$ cat config.mk
export PLATFORM = sky130hd
export DESIGN_NAME = xcorr_lag_accum
export DESIGN_NICKNAME = d
export VERILOG_FILES = /design/src/rtl/xcorr_pkg.sv /design/src/rtl/xcorr_peak_track.sv /design/src/rtl/xcorr_lag_accum.sv
export SDC_FILE = /design/constraint.sdc
export NUM_CORES = 1
export LEC_CHECK = 0
export ABC_AREA = 1
export BUFFER_PORTS_ARGS = -buffer_cell sky130_fd_sc_hd__clkbuf_2
export CAP_MARGIN = 25
export CORE_ASPECT_RATIO = 0.8
export CORE_MARGIN = 3
export CORE_UTILIZATION = 54
export CTS_CLUSTER_SIZE = 10
export DETAILED_ROUTE_END_ITERATION = 7
export GPL_TIMING_DRIVEN = 0
export PLACE_DENSITY = 0.88
export SLEW_MARGIN = 20
export SYNTH_ARGS = -nofsm -noshare
export SYNTH_HDL_FRONTEND = slang
export SYNTH_SLANG_ARGS = --single-unit
$ cat constraint.sdc
create_clock -name clk -period 4 [get_ports clk]
set_input_delay 0.2 -clock clk [delete_from_list [all_inputs] [get_ports clk]]
set_output_delay 0.2 -clock clk [all_outputs]
set_load 0.03 [all_outputs]
$ cat src/rtl/xcorr_pkg.sv
// Shared types, widths and helpers for the cross-correlation lag accumulator
// and its peak tracker.
package xcorr_pkg;

  localparam int PROD_W = 16;

  typedef enum logic {
    IDLE  = 1'b0,
    ACCUM = 1'b1
  } state_e;

  typedef logic signed [PROD_W-1:0] prod_t;

  // Ceiling log2; returns 0 for n <= 1.
  function automatic int clog2(input int n);
    int r;
    r = 0;
    while ((1 << r) < n) begin
      r = r + 1;
    end
    return r;
  endfunction

endpackage

$ cat src/rtl/xcorr_peak_track.sv
// Signed running-maximum register with its index. best_*_o reflects the
// compare including the current candidate, so a caller can capture it same-cycle.
module xcorr_peak_track #(
  parameter int ACC_W = 24,
  parameter int LAG_W = 6
) (
  input  logic                    clk,
  input  logic                    rst_n,
  input  logic                    clr_i,
  input  logic                    upd_i,
  input  logic                    first_i,
  input  logic signed [ACC_W-1:0] val_i,
  input  logic        [LAG_W-1:0] idx_i,
  output logic signed [ACC_W-1:0] best_val_o,
  output logic        [LAG_W-1:0] best_idx_o
);

  logic signed [ACC_W-1:0] run_val_q;
  logic        [LAG_W-1:0] run_idx_q;
  logic                    take;

  // Strict compare: a tie keeps the earlier index.
  assign take       = first_i || (val_i > run_val_q);
  assign best_val_o = take ? val_i : run_val_q;
  assign best_idx_o = take ? idx_i : run_idx_q;

  always_ff @(posedge clk or negedge rst_n) begin
    if (!rst_n) begin
      run_val_q <= '0;
      run_idx_q <= '0;
    end else if (clr_i) begin
      run_val_q <= '0;
      run_idx_q <= '0;
    end else if (upd_i) begin
      run_val_q <= best_val_o;
      run_idx_q <= best_idx_o;
    end
  end

endmodule

$ cat src/rtl/xcorr_lag_accum.sv
// Sums WINDOW signed products per lag over NLAGS lags, emitting each lag sum
// and the sweep's peak value/lag at sweep end.
module xcorr_lag_accum
  import xcorr_pkg::*;
#(
  parameter int WINDOW = 256,
  parameter int NLAGS  = 64,
  parameter int ACC_W  = 24,
  parameter int LAG_W  = 6
) (
  input  logic                     clk,
  input  logic                     rst,
  input  logic                     en,
  input  logic                     clr,
  input  logic signed [PROD_W-1:0] prod_in,
  input  logic                     prod_valid,
  output logic signed [ACC_W-1:0]  acc_out,
  output logic        [LAG_W-1:0]  acc_lag,
  output logic                     acc_valid,
  output logic signed [ACC_W-1:0]  peak_val,
  output logic        [LAG_W-1:0]  peak_lag,
  output logic                     peak_valid,
  output logic                     busy
);

  localparam int               CNT_W    = clog2(WINDOW);
  localparam logic [CNT_W-1:0] CNT_LAST = CNT_W'(WINDOW - 1);
  localparam logic [LAG_W-1:0] LAG_LAST = LAG_W'(NLAGS - 1);

  state_e                  state_q, state_d;
  logic signed [ACC_W-1:0] acc_q, acc_d;
  logic        [CNT_W-1:0] cnt_q, cnt_d;
  logic        [LAG_W-1:0] lag_q, lag_d;
  logic signed [ACC_W-1:0] acc_out_q, acc_out_d;
  logic        [LAG_W-1:0] acc_lag_q, acc_lag_d;
  logic                    acc_valid_q, acc_valid_d;
  logic signed [ACC_W-1:0] peak_val_q, peak_val_d;
  logic        [LAG_W-1:0] peak_lag_q, peak_lag_d;
  logic                    peak_valid_q, peak_valid_d;

  prod_t                   prod_s;
  logic signed [ACC_W-1:0] prod_ext;
  logic signed [ACC_W-1:0] acc_base;
  logic signed [ACC_W-1:0] sum;
  logic signed [ACC_W-1:0] best_val;
  logic        [LAG_W-1:0] best_idx;
  logic                    clr_en;
  logic                    accept;
  logic                    lag_end;
  logic                    sweep_end;

  assign prod_s    = prod_in;
  assign prod_ext  = {{(ACC_W - PROD_W){prod_s[PROD_W-1]}}, prod_s};
  assign acc_base  = (state_q == ACCUM) ? acc_q : '0;
  assign sum       = acc_base + prod_ext;

  // clr wins over a coincident product, which is dropped.
  assign clr_en    = en && clr;
  assign accept    = en && prod_valid && !clr;
  assign lag_end   = accept && (cnt_q == CNT_LAST);
  assign sweep_end = lag_end && (lag_q == LAG_LAST);

  xcorr_peak_track #(
    .ACC_W (ACC_W),
    .LAG_W (LAG_W)
  ) u_peak (
    .clk        (clk),
    .rst_n      (rst),
    .clr_i      (clr_en),
    .upd_i      (lag_end),
    .first_i    (lag_q == '0),
    .val_i      (sum),
    .idx_i      (lag_q),
    .best_val_o (best_val),
    .best_idx_o (best_idx)
  );

  // NOTE: sequential state uses non-blocking assignments only, so every flop
  // samples pre-edge values regardless of process ordering.
  always_ff @(posedge clk or negedge rst) begin
    if (!rst) begin
      state_q <= IDLE;
    end else begin
      state_q <= state_d;
    end
  end

  // NOTE: every combinational output gets a default first, so no path leaves
  // it unassigned and no latch is inferred.
  always_comb begin
    state_d = state_q;
    if (clr_en) begin
      state_d = IDLE;
    end else begin
      case (state_q)
        IDLE:    if (accept)    state_d = ACCUM;
        ACCUM:   if (sweep_end) state_d = IDLE;
        default:                state_d = IDLE;
      endcase
    end
  end

  always_comb begin
    busy = (state_q == ACCUM);
  end

  always_comb begin
    acc_d        = acc_q;
    cnt_d        = cnt_q;
    lag_d        = lag_q;
    acc_out_d    = acc_out_q;
    acc_lag_d    = acc_lag_q;
    peak_val_d   = peak_val_q;
    peak_lag_d   = peak_lag_q;
    // Pulses default low every cycle, so they never stretch while en is low.
    acc_valid_d  = 1'b0;
    peak_valid_d = 1'b0;

    if (clr_en) begin
      acc_d = '0;
      cnt_d = '0;
      lag_d = '0;
    end else if (accept) begin
      if (lag_end) begin
        acc_d       = '0;
        cnt_d       = '0;
        lag_d       = sweep_end ? '0 : lag_q + LAG_W'(1);
        acc_out_d   = sum;
        acc_lag_d   = lag_q;
        acc_valid_d = 1'b1;
        if (sweep_end) begin
          peak_val_d   = best_val;
          peak_lag_d   = best_idx;
          peak_valid_d = 1'b1;
        end
      end else begin
        acc_d = sum;
        cnt_d = cnt_q + CNT_W'(1);
      end
    end
  end

  always_ff @(posedge clk or negedge rst) begin
    if (!rst) begin
      acc_q        <= '0;
      cnt_q        <= '0;
      lag_q        <= '0;
      acc_out_q    <= '0;
      acc_lag_q    <= '0;
      acc_valid_q  <= 1'b0;
      peak_val_q   <= '0;
      peak_lag_q   <= '0;
      peak_valid_q <= 1'b0;
    end else begin
      acc_q        <= acc_d;
      cnt_q        <= cnt_d;
      lag_q        <= lag_d;
      acc_out_q    <= acc_out_d;
      acc_lag_q    <= acc_lag_d;
      acc_valid_q  <= acc_valid_d;
      peak_val_q   <= peak_val_d;
      peak_lag_q   <= peak_lag_d;
      peak_valid_q <= peak_valid_d;
    end
  end

  assign acc_out    = acc_out_q;
  assign acc_lag    = acc_lag_q;
  assign acc_valid  = acc_valid_q;
  assign peak_val   = peak_val_q;
  assign peak_lag   = peak_lag_q;
  assign peak_valid = peak_valid_q;

endmodule

==> results.md <==
- Status: complete, but fails checks
- Failing checks: setup timing
- TritonCTS Sinks: 131
- Nature of the critical path endpoint: flop
- Antenna Nets Post-Route: 0
- Final setup viols: 60
- R2r setup slk: -0.22 ns
- Clock Path Buffers: 2
- Fmax: 236.7 MHz
- Commonest non-fill, non-tap cell in the layout: nand2_1
- Initial DRT Pass Iterations: 6
- Most used DFF post-synth: dfrtp_1
- Synth-to-Final Area Change: 37.27%
- CTS clk-pin slew, worst paths: 0.06 ns
- Register area share after synthesis: between 40% and 50%
- Most frequent cells in the layout: 272 x nand2_1, 130 x dfrtp_1, 123 x inv_1
- CTS buffer count: 17
- Die Wd: 139.6 microns
- Crit share post-route: 105.6%
- # IOs: 84
- Actual slew at the worst max-slew pin: approximately 0.65 ns
- Met3 GRT Util: 5.027%
- Clk_lat worst skew: 0.43 ns
- Synth Register Bits: 131
- Vias/cell: approximately 6.3
- Required time worst endpoint: about 4.4 ns
- Crit-path max FO: 6
- P_int: 2.899 mW
- Std-Cell Core Area: 13740 sq um
- Final Hold Fails: 0
- Proportion of layout cells with a drive suffix above 1: between 30 and 40%
- Unique cell type count in the Yosys netlist: 39
- Leakage power: 5.414 nW
- Setup slack after layout: -0.2239 ns
- Psw: 1.357 mW
- Post-DP Area: between 8000 and 9000 sq um
- EDFF count, synth: 0
- Slowest stage cell, crit path: dfrtp_2
- CP dominant cell by count: nand2_2
- Chip height: 112.9 microns
- RSZ-0062 raised after global routing: true
- Synth Cell Area: just under 8000 sq um
- Post-Layout Inst Area: 10580 sq um
- Crit path DAT: 4.59 ns
- CP max stage delay: 0.46 ns
- Fin nets: 1249
- Filler cells: 762
- Rows: 38
- Most used routing layer: met2
- DR vias: ~8600
- Dpl hpwl: 15.37 mm
- Ys async rst share: between 90% and 100%
- Root Driver: clkbuf_16
- Worst setup SP type: flop
- Synthesized area per cell: 7.470 sq um
- Post-layout min period: 4.224 ns
- Combinational fraction of design power: between 20% and 30%
- Vias in the first global route: 7228
- Initial DRC Count: 1329
- DRC: 0
- Hold Path Class: primary input to flop
- Total wire length: about 28 mm
- Slew headroom: between 50% and 60%
- Initial antenna violation count: 0
- Largest net degree at the start of global routing: 89
- Avg WL per Cell: 20.78 microns
- # diodes: 0
- GR met2 Demand/Resource: 43.27%
- Pre-CTS setup slack: -1.048 ns
- Reg power frac: 33.0%
- Critical Setup Path Class: flop to flop
- Global-route wire length before repair: 35.85 mm
- Syn nets: 1104
- Sw Ratio: 31.89%
- Port bufs: between 80 and 90
- Ys Warns: 0
- PwrDens: 402.2 nW/um^2
- Part of the power in the clock network: 39.7%
- CTS tree: done
- Clock skew: 0.008879 ns
- Met1 Resource Use GR: 40.18%
- Routability cong.: 0.9682
- H-tree levels: 4
- Initial core utilization: 56.10%
- Global route overflow: 0
- Post-synthesis instance total: 1032
- Hold_ws: ~0.17 ns
- GR Util All Layers: between 20% and 30%
- Die ar.: 15750 sq um
- Max Cap Viol: 0
- Max-slew violation count: 0
- Worst VDD drop: 0.3329 mV
[repair_timing]
item,4_1_cts,5_1_grt
pin swaps,5,49
hold buffers,1,0
hold endpoints to repair,43,0
buffers inserted,9,29
gates cloned,1,3
resized for setup,36,242
setup endpoints to repair,60,60
[synth_stat cells, types with 4 or more instances]
| cell type | count | area (sq um) |
|---|---|---|
| xnor2_1 | 7 | 61.31 |
| inv_1 | 132 | 495.5 |
| a21o_1 | 5 | 37.54 |
| ha_1 | 50 | 625.6 |
| nor3_1 | 12 | 60.06 |
| nand2_1 | 339 | 1272 |
| nand3_1 | 110 | 550.5 |
| inv_2 | 4 | 15.01 |
| clkbuf_1 | 20 | 75.07 |
| xor2_1 | 13 | 113.9 |
| o21ai_0 | 71 | 355.3 |
| a21oi_1 | 39 | 195.2 |
| dfrtp_1 | 131 | 3278 |
| nand4_1 | 12 | 75.07 |
| buf_2 | 7 | 35.03 |
| nor2_1 | 43 | 161.4 |
[power groups by stage]
| stage | logic, mW | clock network (mW) | registers, mW |
|---|---|---|---|
| 3_3_place_gp | 0.676 | 0 | 1.42 |
| 6_report | 1.16 | 1.69 | 1.40 |
| 4_1_cts | 0.770 | 1.67 | 1.40 |
| 5_1_grt | 1.23 | 1.75 | 1.41 |
| 3_5_place_dp | 0.703 | 0 | 1.42 |
| 2_1_floorplan | 0.494 | 0 | 1.41 |
[final timing paths]
check                             start                   to  cells after the start
setup reg to reg                   busy  u_peak.run_idx_q[3]                     31
min in group asynchronous           rst            acc_q[14]                      2
max in group asynchronous           rst                 busy                      3
setup / recovery                   busy  u_peak.run_idx_q[3]                     31
hold / removal                      clr             cnt_q[6]                      4
hold reg to reg            peak_val[23]         peak_val[23]                      2
[final cells by class]
class | instances | area [sq um] | area share, %
Clock buffer | 22 | 474.2 | 4.481
Inverter | 136 | 513.0 | 4.848
Buffer | 34 | 227.7 | 2.152
Sequential cell | 131 | 3279 | 30.99
Tap cell | 180 | 225.2 | 2.128
Multi-Input combinational cell | 730 | 4868 | 46.01
Timing Repair Buffer | 127 | 840.8 | 7.946
Clock inverter | 9 | 152.6 | 1.443
[worst max-delay path: cells and delay by family (launching register included)]
kind | cells | cell delay [ns]
flops | 1 | 0.46
buf+inv | 8 | 0.79
fa+ha+maj | 3 | 0.78
simple gates | 19 | 1.91
compound gates | 1 | 0.18
[cell families (layout without fill, tap and decap cells)]
family / count (synthesis) / count (layout) / synth area share (%)
AND/OR/NAND/NOR: 532 / 532 / 29.15
buffers and inverters: 171 / 328 / 8.911
flip-flops: 131 / 131 / 42.53
AO/OA/AOI/OAI: 127 / 127 / 8.765
adder cells (fa/ha/maj): 51 / 51 / 8.375
XOR/XNOR: 20 / 20 / 2.272
[metal layers]
metal,part of all wire [%],vias to the layer above
met1,37,4101
met3,12,179
met2,46,755
met5,0,-
li1,-,3585
met4,5.3,0
[registers in the layout, summed over array words and instances (netlist names), 6 cells and up]
name              flops
acc_out              24
acc_q                24
peak_val             24
u_peak.run_val_q     24
cnt_q                 8
acc_lag               6
lag_q                 6
peak_lag              6
u_peak.run_idx_q      6
[stage by stage]
step	power [mW]	TNS [ns]	util, %	instances
2_1_floorplan	1.908	0	-	1032
3_3_place_gp	2.093	-53.51	60.76	1295
3_5_place_dp	2.121	-57.96	61.03	1296
4_1_cts	3.834	0	67.15	1337
5_1_grt	4.387	-17.10	77.01	1369
6_report	4.256	-7.839	77.01	1369
(Power assumes the default switching activity.)
